===== config.mk =====
export PLATFORM = sky130hd
export DESIGN_NAME = sync_fifo_param_flat
export DESIGN_NICKNAME = d
export VERILOG_FILES = /design/src/rtl/fifo_pkg.sv /design/src/rtl/sync_fifo_param_if.sv /design/src/rtl/fifo_ptr_ctr.sv /design/src/rtl/sync_fifo_param.sv /design/src/flat_wrapper.sv
export SDC_FILE = /design/constraint.sdc
export NUM_CORES = 2
export LEC_CHECK = 0
export ABC_AREA = 1
export CORE_MARGIN = 1
export CORE_UTILIZATION = 32
export CTS_CLUSTER_DIAMETER = 50
export DETAILED_ROUTE_END_ITERATION = 12
export PLACE_DENSITY = 0.45
export SLEW_MARGIN = 5
export SYNTH_ARGS = -nofsm -noshare
export SYNTH_HDL_FRONTEND = slang
export SYNTH_SLANG_ARGS = --single-unit

===== constraint.sdc =====
create_clock -name clk -period 6.4 [get_ports clk]
set_input_delay 0.64 -clock clk [delete_from_list [all_inputs] [get_ports clk]]
set_output_delay 0.64 -clock clk [all_outputs]
set_load 0.02 [all_outputs]

===== src/rtl/fifo_pkg.sv =====
// ---------------------------------------------------------------------------
// fifo_pkg
// Shared helpers for the single-clock FIFO:
//   ptr_width() - pointer/count width for a given depth (clog2 + wrap bit)
//   depth_ok()  - depth must be a power of two and at least 2
//   af_ok()     - almost-full threshold legal range 1..DEPTH
//   ae_ok()     - almost-empty threshold legal range 0..DEPTH-1
// ---------------------------------------------------------------------------
package fifo_pkg;

    function automatic int unsigned ptr_width(input int unsigned depth);
        return $clog2(depth) + 1;
    endfunction

    function automatic bit depth_ok(input int unsigned depth);
        return (depth >= 2) && ((depth & (depth - 1)) == 0);
    endfunction

    function automatic bit af_ok(input int unsigned af, input int unsigned depth);
        return (af >= 1) && (af <= depth);
    endfunction

    function automatic bit ae_ok(input int unsigned ae, input int unsigned depth);
        return ae < depth;
    endfunction

endpackage


===== src/rtl/sync_fifo_param_if.sv =====
// ---------------------------------------------------------------------------
// sync_fifo_param_if
// Bundles the FIFO's write, read, control and status signals.
//   master : producer/consumer side (drives winc/wdata/rinc/flush)
//   slave  : the FIFO itself (drives data, strobe and status outputs)
// ---------------------------------------------------------------------------
interface sync_fifo_param_if
    import fifo_pkg::*;
#(
    parameter int unsigned WIDTH = 32,
    parameter int unsigned DEPTH = 64
);
    localparam int unsigned CW = ptr_width(DEPTH);

    logic             winc;
    logic [WIDTH-1:0] wdata;
    logic             wfull;
    logic             rinc;
    logic [WIDTH-1:0] rdata;
    logic             rvalid;
    logic             rempty;
    logic             flush;
    logic [CW-1:0]    count;
    logic             almost_full;
    logic             almost_empty;
    logic             ovf;
    logic             udf;

    modport master (
        output winc, wdata, rinc, flush,
        input  wfull, rdata, rvalid, rempty, count,
               almost_full, almost_empty, ovf, udf
    );

    modport slave (
        input  winc, wdata, rinc, flush,
        output wfull, rdata, rvalid, rempty, count,
               almost_full, almost_empty, ovf, udf
    );

endinterface


===== src/rtl/fifo_ptr_ctr.sv =====
// ---------------------------------------------------------------------------
// fifo_ptr_ctr
// W-bit binary pointer with wrap bit. Wraps naturally from all-ones to zero.
//   clk - clock            rst - async active-high reset
//   clr - sync clear (priority over inc)
//   inc - advance by one   ptr - current pointer value
// ---------------------------------------------------------------------------
module fifo_ptr_ctr #(
    parameter int unsigned W = 7
) (
    input  logic         clk,
    input  logic         rst,
    input  logic         clr,
    input  logic         inc,
    output logic [W-1:0] ptr
);

    always_ff @(posedge clk or posedge rst) begin
        if (rst)
            ptr <= '0;
        else if (clr)
            ptr <= '0;
        else if (inc)
            ptr <= ptr + 1'b1;
    end

endmodule


===== src/rtl/sync_fifo_param.sv =====
// ---------------------------------------------------------------------------
// sync_fifo_param
// Single-clock FIFO with occupancy count, almost-full/empty thresholds,
// registered read data with a one-cycle valid strobe, synchronous flush and
// sticky overflow/underflow flags.
//   clk - sole clock          rst - async active-high reset
//   bus - sync_fifo_param_if.slave: winc/wdata, rinc -> rdata/rvalid,
//         flush, wfull/rempty/count/almost_full/almost_empty, ovf/udf
// Status outputs depend only on registered pointers.
// ---------------------------------------------------------------------------
module sync_fifo_param
    import fifo_pkg::*;
#(
    parameter int unsigned WIDTH  = 32,
    parameter int unsigned DEPTH  = 64,
    parameter int unsigned AF_LVL = DEPTH - 4,
    parameter int unsigned AE_LVL = 4
) (
    input  logic                 clk,
    input  logic                 rst,
    sync_fifo_param_if.slave     bus
);

    localparam int unsigned AW = $clog2(DEPTH);
    localparam int unsigned PW = ptr_width(DEPTH);
    localparam logic [PW-1:0] AF_TH = PW'(AF_LVL);
    localparam logic [PW-1:0] AE_TH = PW'(AE_LVL);

    if (WIDTH < 1) begin : g_bad_width
        $error("sync_fifo_param: WIDTH must be at least 1");
    end
    if (!depth_ok(DEPTH)) begin : g_bad_depth
        $error("sync_fifo_param: DEPTH must be a power of two >= 2");
    end
    if (!af_ok(AF_LVL, DEPTH)) begin : g_bad_af
        $error("sync_fifo_param: AF_LVL must be in 1..DEPTH");
    end
    if (!ae_ok(AE_LVL, DEPTH)) begin : g_bad_ae
        $error("sync_fifo_param: AE_LVL must be in 0..DEPTH-1");
    end

    logic [WIDTH-1:0] mem [DEPTH];
    logic [PW-1:0]    wptr;
    logic [PW-1:0]    rptr;
    logic [PW-1:0]    occ;
    logic             full;
    logic             empty;
    logic             wr_acc;
    logic             rd_acc;
    logic [WIDTH-1:0] rdata_q;
    logic             rvalid_q;
    logic             ovf_q;
    logic             udf_q;

    // Full vs empty is resolved by the wrap bit: same slot, different lap.
    assign empty  = (wptr == rptr);
    assign full   = (wptr[AW] != rptr[AW]) && (wptr[AW-1:0] == rptr[AW-1:0]);
    assign occ    = wptr - rptr;

    assign wr_acc = bus.winc && !full  && !bus.flush;
    assign rd_acc = bus.rinc && !empty && !bus.flush;

    fifo_ptr_ctr #(.W(PW)) u_wptr (
        .clk (clk),
        .rst (rst),
        .clr (bus.flush),
        .inc (wr_acc),
        .ptr (wptr)
    );

    fifo_ptr_ctr #(.W(PW)) u_rptr (
        .clk (clk),
        .rst (rst),
        .clr (bus.flush),
        .inc (rd_acc),
        .ptr (rptr)
    );

    // Array is never cleared; flush and reset only move the pointers.
    always_ff @(posedge clk) begin
        if (wr_acc)
            mem[wptr[AW-1:0]] <= bus.wdata;
    end

    always_ff @(posedge clk or posedge rst) begin
        if (rst) begin
            rdata_q  <= '0;
            rvalid_q <= 1'b0;
            ovf_q    <= 1'b0;
            udf_q    <= 1'b0;
        end else if (bus.flush) begin
            rvalid_q <= 1'b0;
            ovf_q    <= 1'b0;
            udf_q    <= 1'b0;
        end else begin
            rvalid_q <= rd_acc;
            if (rd_acc)
                rdata_q <= mem[rptr[AW-1:0]];
            if (bus.winc && full)
                ovf_q <= 1'b1;
            if (bus.rinc && empty)
                udf_q <= 1'b1;
        end
    end

    assign bus.wfull        = full;
    assign bus.rempty       = empty;
    assign bus.count        = occ;
    assign bus.almost_full  = (occ >= AF_TH);
    assign bus.almost_empty = (occ <= AE_TH);
    assign bus.rdata        = rdata_q;
    assign bus.rvalid       = rvalid_q;
    assign bus.ovf          = ovf_q;
    assign bus.udf          = udf_q;

endmodule


===== src/flat_wrapper.sv =====
// flat-port wrapper written by rule: the top's interface ports become plain ports
module sync_fifo_param_flat import fifo_pkg::*;
#(
    parameter int unsigned WIDTH  = 32,
    parameter int unsigned DEPTH  = 64,
    parameter int unsigned AF_LVL = DEPTH - 4,
    parameter int unsigned AE_LVL = 4
)
  (clk, rst, bus_winc, bus_wdata, bus_rinc, bus_flush, bus_wfull, bus_rdata, bus_rvalid, bus_rempty, bus_count, bus_almost_full, bus_almost_empty, bus_ovf, bus_udf);
  sync_fifo_param_if #(.WIDTH(WIDTH), .DEPTH(DEPTH)) bus_i ();
  input  logic clk;
  input  logic rst;
  input wire logic [$bits(bus_i.winc)-1:0] bus_winc;
  input wire logic [$bits(bus_i.wdata)-1:0] bus_wdata;
  input wire logic [$bits(bus_i.rinc)-1:0] bus_rinc;
  input wire logic [$bits(bus_i.flush)-1:0] bus_flush;
  output wire logic [$bits(bus_i.wfull)-1:0] bus_wfull;
  output wire logic [$bits(bus_i.rdata)-1:0] bus_rdata;
  output wire logic [$bits(bus_i.rvalid)-1:0] bus_rvalid;
  output wire logic [$bits(bus_i.rempty)-1:0] bus_rempty;
  output wire logic [$bits(bus_i.count)-1:0] bus_count;
  output wire logic [$bits(bus_i.almost_full)-1:0] bus_almost_full;
  output wire logic [$bits(bus_i.almost_empty)-1:0] bus_almost_empty;
  output wire logic [$bits(bus_i.ovf)-1:0] bus_ovf;
  output wire logic [$bits(bus_i.udf)-1:0] bus_udf;
  assign bus_i.winc = bus_winc;
  assign bus_i.wdata = bus_wdata;
  assign bus_i.rinc = bus_rinc;
  assign bus_i.flush = bus_flush;
  assign bus_wfull = bus_i.wfull;
  assign bus_rdata = bus_i.rdata;
  assign bus_rvalid = bus_i.rvalid;
  assign bus_rempty = bus_i.rempty;
  assign bus_count = bus_i.count;
  assign bus_almost_full = bus_i.almost_full;
  assign bus_almost_empty = bus_i.almost_empty;
  assign bus_ovf = bus_i.ovf;
  assign bus_udf = bus_i.udf;
  sync_fifo_param #(.WIDTH(WIDTH), .DEPTH(DEPTH), .AF_LVL(AF_LVL), .AE_LVL(AE_LVL)) u_core (.clk(clk), .rst(rst), .bus(bus_i));
endmodule

==> summary.json <==
{
  "synth.lib_cells_used.distinct": {"value": 35},
  "power_per_cell_area": {"value": 343, "unit": "nW/um^2"},
  "internal_power": {"value": 25.4, "unit": "mW"},
  "number_of_nets_at_the_end_of_the_flow": {"value": 8032},
  "drt_drc_violations_left": {"value": 0},
  "stdcell_area": {"value": 100000, "unit": "sq um"},
  "setup_repair_after_global_routing_missed_its_margin": {"value": "no"},
  "clk_latency": {"value": 0.92, "unit": "ns"},
  "mostFrequentLayoutCells": {"value": "nand2_1 (2708), edfxtp_1 (2048), nand3_1 (844), nor2_1 (810), inv_1 (432)"},
  "clock_tree.htree_level_count": {"value": 5},
  "detailed_place.area": {"value": 91700, "unit": "sq um"},
  "worstReg2RegEnd": {"value": "u_core.mem[52][4]"},
  "finalSetupTns": {"value": 0, "unit": "ns"},
  "worstSetupEndpointType": {"value": "output pin"},
  "power.net_switching": {"value": 9.04, "unit": "mW"},
  "routed_wl": {"value": 278, "unit": "mm"},
  "crit_path_max_fanout": {"value": 44},
  "maximum_number_of_pins_on_one_net_before_global_route_repair": {"value": 188},
  "min_from": {"value": "bus_wdata[6]"},
  "area_of_combinational_cells_with_multiple_inputs": {"value": 20900, "unit": "sq um"},
  "final-hold-violation-count": {"value": 0},
  "cts_sinks": {"value": 2097},
  "initialDrtViolationCount": {"value": 5254},
  "die-width": {"value": 524, "unit": "um"},
  "gp_congestion": {"value": 0.894},
  "cts_tree": {"value": "built"},
  "irDropWorstVdd": {"value": 0.180, "unit": "mV"},
  "synthesis.area_per_instance": {"value": 11.0, "unit": "sq um"},
  "worstSetupStartpointType": {"value": "flip-flop"},
  "die-area": {"value": 274000, "unit": "sq um"},
  "worst_pin_slew": {"value": 1.31, "unit": "ns"},
  "maxSlewViolCount": {"value": 0},
  "via_per_inst": {"value": 4.85},
  "drt-wirelength-per-cell": {"value": 23.6, "unit": "um"},
  "ys_seq_elements": {"value": 2097},
  "worst_r2r_path_depth": {"value": 13},
  "grt_pass1_wl": {"value": 401, "unit": "mm"},
  "number_of_buffer_cells_added_on_primary_ports": {"value": 82},
  "layout-drive-gt1-share": {"value": 8.03, "unit": "%"},
  "cp_cell_sequence": {"value": "inv_6, ha_1, a21oi_1, o21ai_0, nand2_1, nand2_1, a21oi_1, xor2_1, nand2_1, nand2_1, clkdlybuf4s50_1"},
  "cap_viol_max_count": {"value": 0},
  "cts-root-to-sink-buffers": {"value": 4},
  "critPathMaxStageDelay": {"value": 0.65, "unit": "ns"},
  "final_core_util": {"value": 37.1, "unit": "%"},
  "cts.repair.resized": {"value": 0},
  "grt_pass1_vias": {"value": 55600},
  "hold_ws": {"value": 0.114, "unit": "ns"},
  "power_frac_seq": {"value": 44.6, "unit": "%"},
  "grt.total_usage": {"value": 20.1, "unit": "%"},
  "worst_path_bufs_invs": {"value": 2},
  "worst_ep_arrival_time": {"value": 4.34, "unit": "ns"},
  "min_delay_worst_endpoint": {"value": "u_core.mem[27][6]"},
  "critical-path-top-delay-family": {"value": "buffers and inverters"},
  "design.portCount": {"value": 83},
  "maxSlewHeadroom": {"value": 12.6, "unit": "%"},
  "yosys_warnings": {"value": 0},
  "die_h": {"value": 524, "unit": "um"},
  "finalClockSkew": {"value": 0.0497, "unit": "ns"},
  "layout_worst_path_cycle_share": {"value": 77.9, "unit": "%"},
  "worstHoldPathCells": {"value": 1},
  "cts-hold-fix-buffers": {"value": 4},
  "synth_nets": {"value": 7969},
  "setup-violations-final": {"value": 0},
  "worst-endpoint-required": {"value": 5.76, "unit": "ns"},
  "post_cts.repair.setup_buffers": {"value": 0},
  "tritoncts.num_buffers": {"value": 282},
  "path_common_cell": {"value": "nand2_1"},
  "drtAntennaViolNets": {"value": 0},
  "r2r-start": {"value": "u_core.u_rptr.ptr[5]"},
  "maxClockFrequency": {"value": 201, "unit": "MHz"},
  "dpl.hpwl": {"value": 154, "unit": "mm"},
  "mappedNetlistArea": {"value": 87100, "unit": "sq um"},
  "pwr-share-comb": {"value": 11.9, "unit": "%"},
  "criticalPathCategory": {"value": "reg2out"},
  "timing.reg2reg.setup_slack": {"value": 1.61, "unit": "ns"},
  "worst_path_max_delay_cell": {"value": "dfrtp_4"},
  "cts_root_buffer": {"value": "clkbuf_16"},
  "area_delta_synth_final": {"value": 15.3, "unit": "%"},
  "detailedRoute.firstPassIterationCount": {"value": 5},
  "start_util": {"value": 32.2, "unit": "%"},
  "min-delay-path-class": {"value": "in2reg"},
  "detailroute.via_count": {"value": 57000},
  "run_status": {"value": "finished clean"},
  "sequential_cell_area": {"value": 62700, "unit": "sq um"},
  "grt_overflow": {"value": 0},
  "path_clk_slew": {"value": 0.06, "unit": "ns"},
  "synthCells": {"value": 7923},
  "finalCriticalPeriod": {"value": 4.98, "unit": "ns"},
  "grt_antenna_before_repair": {"value": 14},
  "layout_commonest_cell": {"value": "nand2_1"},
  "pwr-share-clk": {"value": 43.5, "unit": "%"},
  "core_area": {"value": 271000, "unit": "sq um"},
  "p_leak": {"value": 37.5, "unit": "nW"},
  "netSwitchingFraction": {"value": 26.2, "unit": "%"},
  "floorplan.rows": {"value": 191},
  "nFillCells": {"value": 26400},
  "synth_sequential_area_ratio": {"value": 72.0, "unit": "%"}
}
## final cells by class
type	instances	share of cell area [%]
inverters	443	1.71
well taps	3570	4.44
flip-flops and latches	2097	62.4
clock buffers	349	7.52
multi-input cells	4943	20.8
clock inverters	127	1.17
diodes	7	0.0174
repair buffers	219	1.90
## state kept, by name (all words and copies together) (netlist names)
name,cells
u_core.bus.ovf,1
u_core.bus.rdata,32
u_core.bus.rvalid,1
u_core.bus.udf,1
u_core.mem,2048
u_core.u_rptr.ptr,7
u_core.u_wptr.ptr,7
## cells in the mapped netlist
cell type	n	share of area, %
nor2_4	1	0.013
buf_1	35	0.15
nand3_1	844	4.8
edfxtp_1	2048	71
xor2_1	4	0.040
buf_8	1	0.017
buf_6	29	0.37
nand2_1	2709	12
o21ai_0	283	1.6
inv_4	1	0.0072
inv_2	4	0.017
buf_2	194	1.1
or2_2	26	0.19
o211ai_1	2	0.017
nor4_1	1	0.0072
nand4_1	4	0.029
buf_4	53	0.46
o21ai_1	31	0.18
nand3b_1	1	0.0086
o21a_1	1	0.0086
a21oi_1	138	0.79
or2_1	1	0.0072
ha_1	8	0.11
a22o_1	1	0.010
nor3_1	12	0.069
clkbuf_2	2	0.011
inv_1	435	1.9
clkinv_1	2	0.0086
inv_6	1	0.010
fa_1	1	0.023
nor2_1	872	3.8
xnor2_1	2	0.020
o21ai_2	1	0.010
dfrtp_1	49	1.4
clkbuf_1	126	0.54
## worst max-delay path by stage
| stage | startpoint | cells past startpoint | slack, ns | end |
|---|---|---|---|---|
| after detailed placement | u_core.u_rptr.ptr[5] | 13 | 1.63 | u_core.mem[20][19] |
| after CTS | u_core.u_rptr.ptr[2] | 11 | 1.31 | bus_almost_full |
| final | u_core.u_rptr.ptr[2] | 11 | 1.42 | bus_almost_full |
| after global routing | u_core.u_rptr.ptr[2] | 11 | 1.22 | bus_almost_full |
| after floorplan | u_core.u_rptr.ptr[2] | 14 | 0.61 | u_core.mem[60][0] |
| after global placement | u_core.u_rptr.ptr[5] | 13 | 1.55 | u_core.mem[20][17] |
## per-layer routing
layer	vias up	GRT usage, %	routed length (um)	part of all wire [%]
met2	1563	32.9	131000	47
met3	454	2.46	13400	4.8
met5	-	0	0	0
met1	28200	27.6	123000	44
met4	0	7.14	9930	3.6
li1	26800	-	-	-
## power groups by stage
stage                     sequential (mW)  clock, mW  combinational (mW)
final                                15.4       15.0                4.10
after CTS                            15.4       15.3                4.15
after detailed placement             15.7          0                4.14
after floorplan                      15.7          0                2.53
after global placement               15.7          0                4.13
after global routing                 15.4       15.7                4.56
## through the flow
step           instances  worst slack [ns]  total power [mW]
2_1_floorplan       7923             0.607              18.2
3_3_place_gp       11300              1.55              19.8
3_5_place_dp       11300              1.63              19.8
4_1_cts            11700              1.31              34.8
5_1_grt            11700              1.22              35.7
6_report           11800              1.42              34.4
## logic make-up after synthesis
family / share of synthesized area, %
flip-flops: 72.0
adder cells (fa/ha/maj): 0.138
XOR/XNOR: 0.0603
AND/OR/NAND/NOR: 20.6
AO/OA/AOI/OAI: 2.64
buffers and inverters: 4.58
Power figures use the tool's default switching activity.
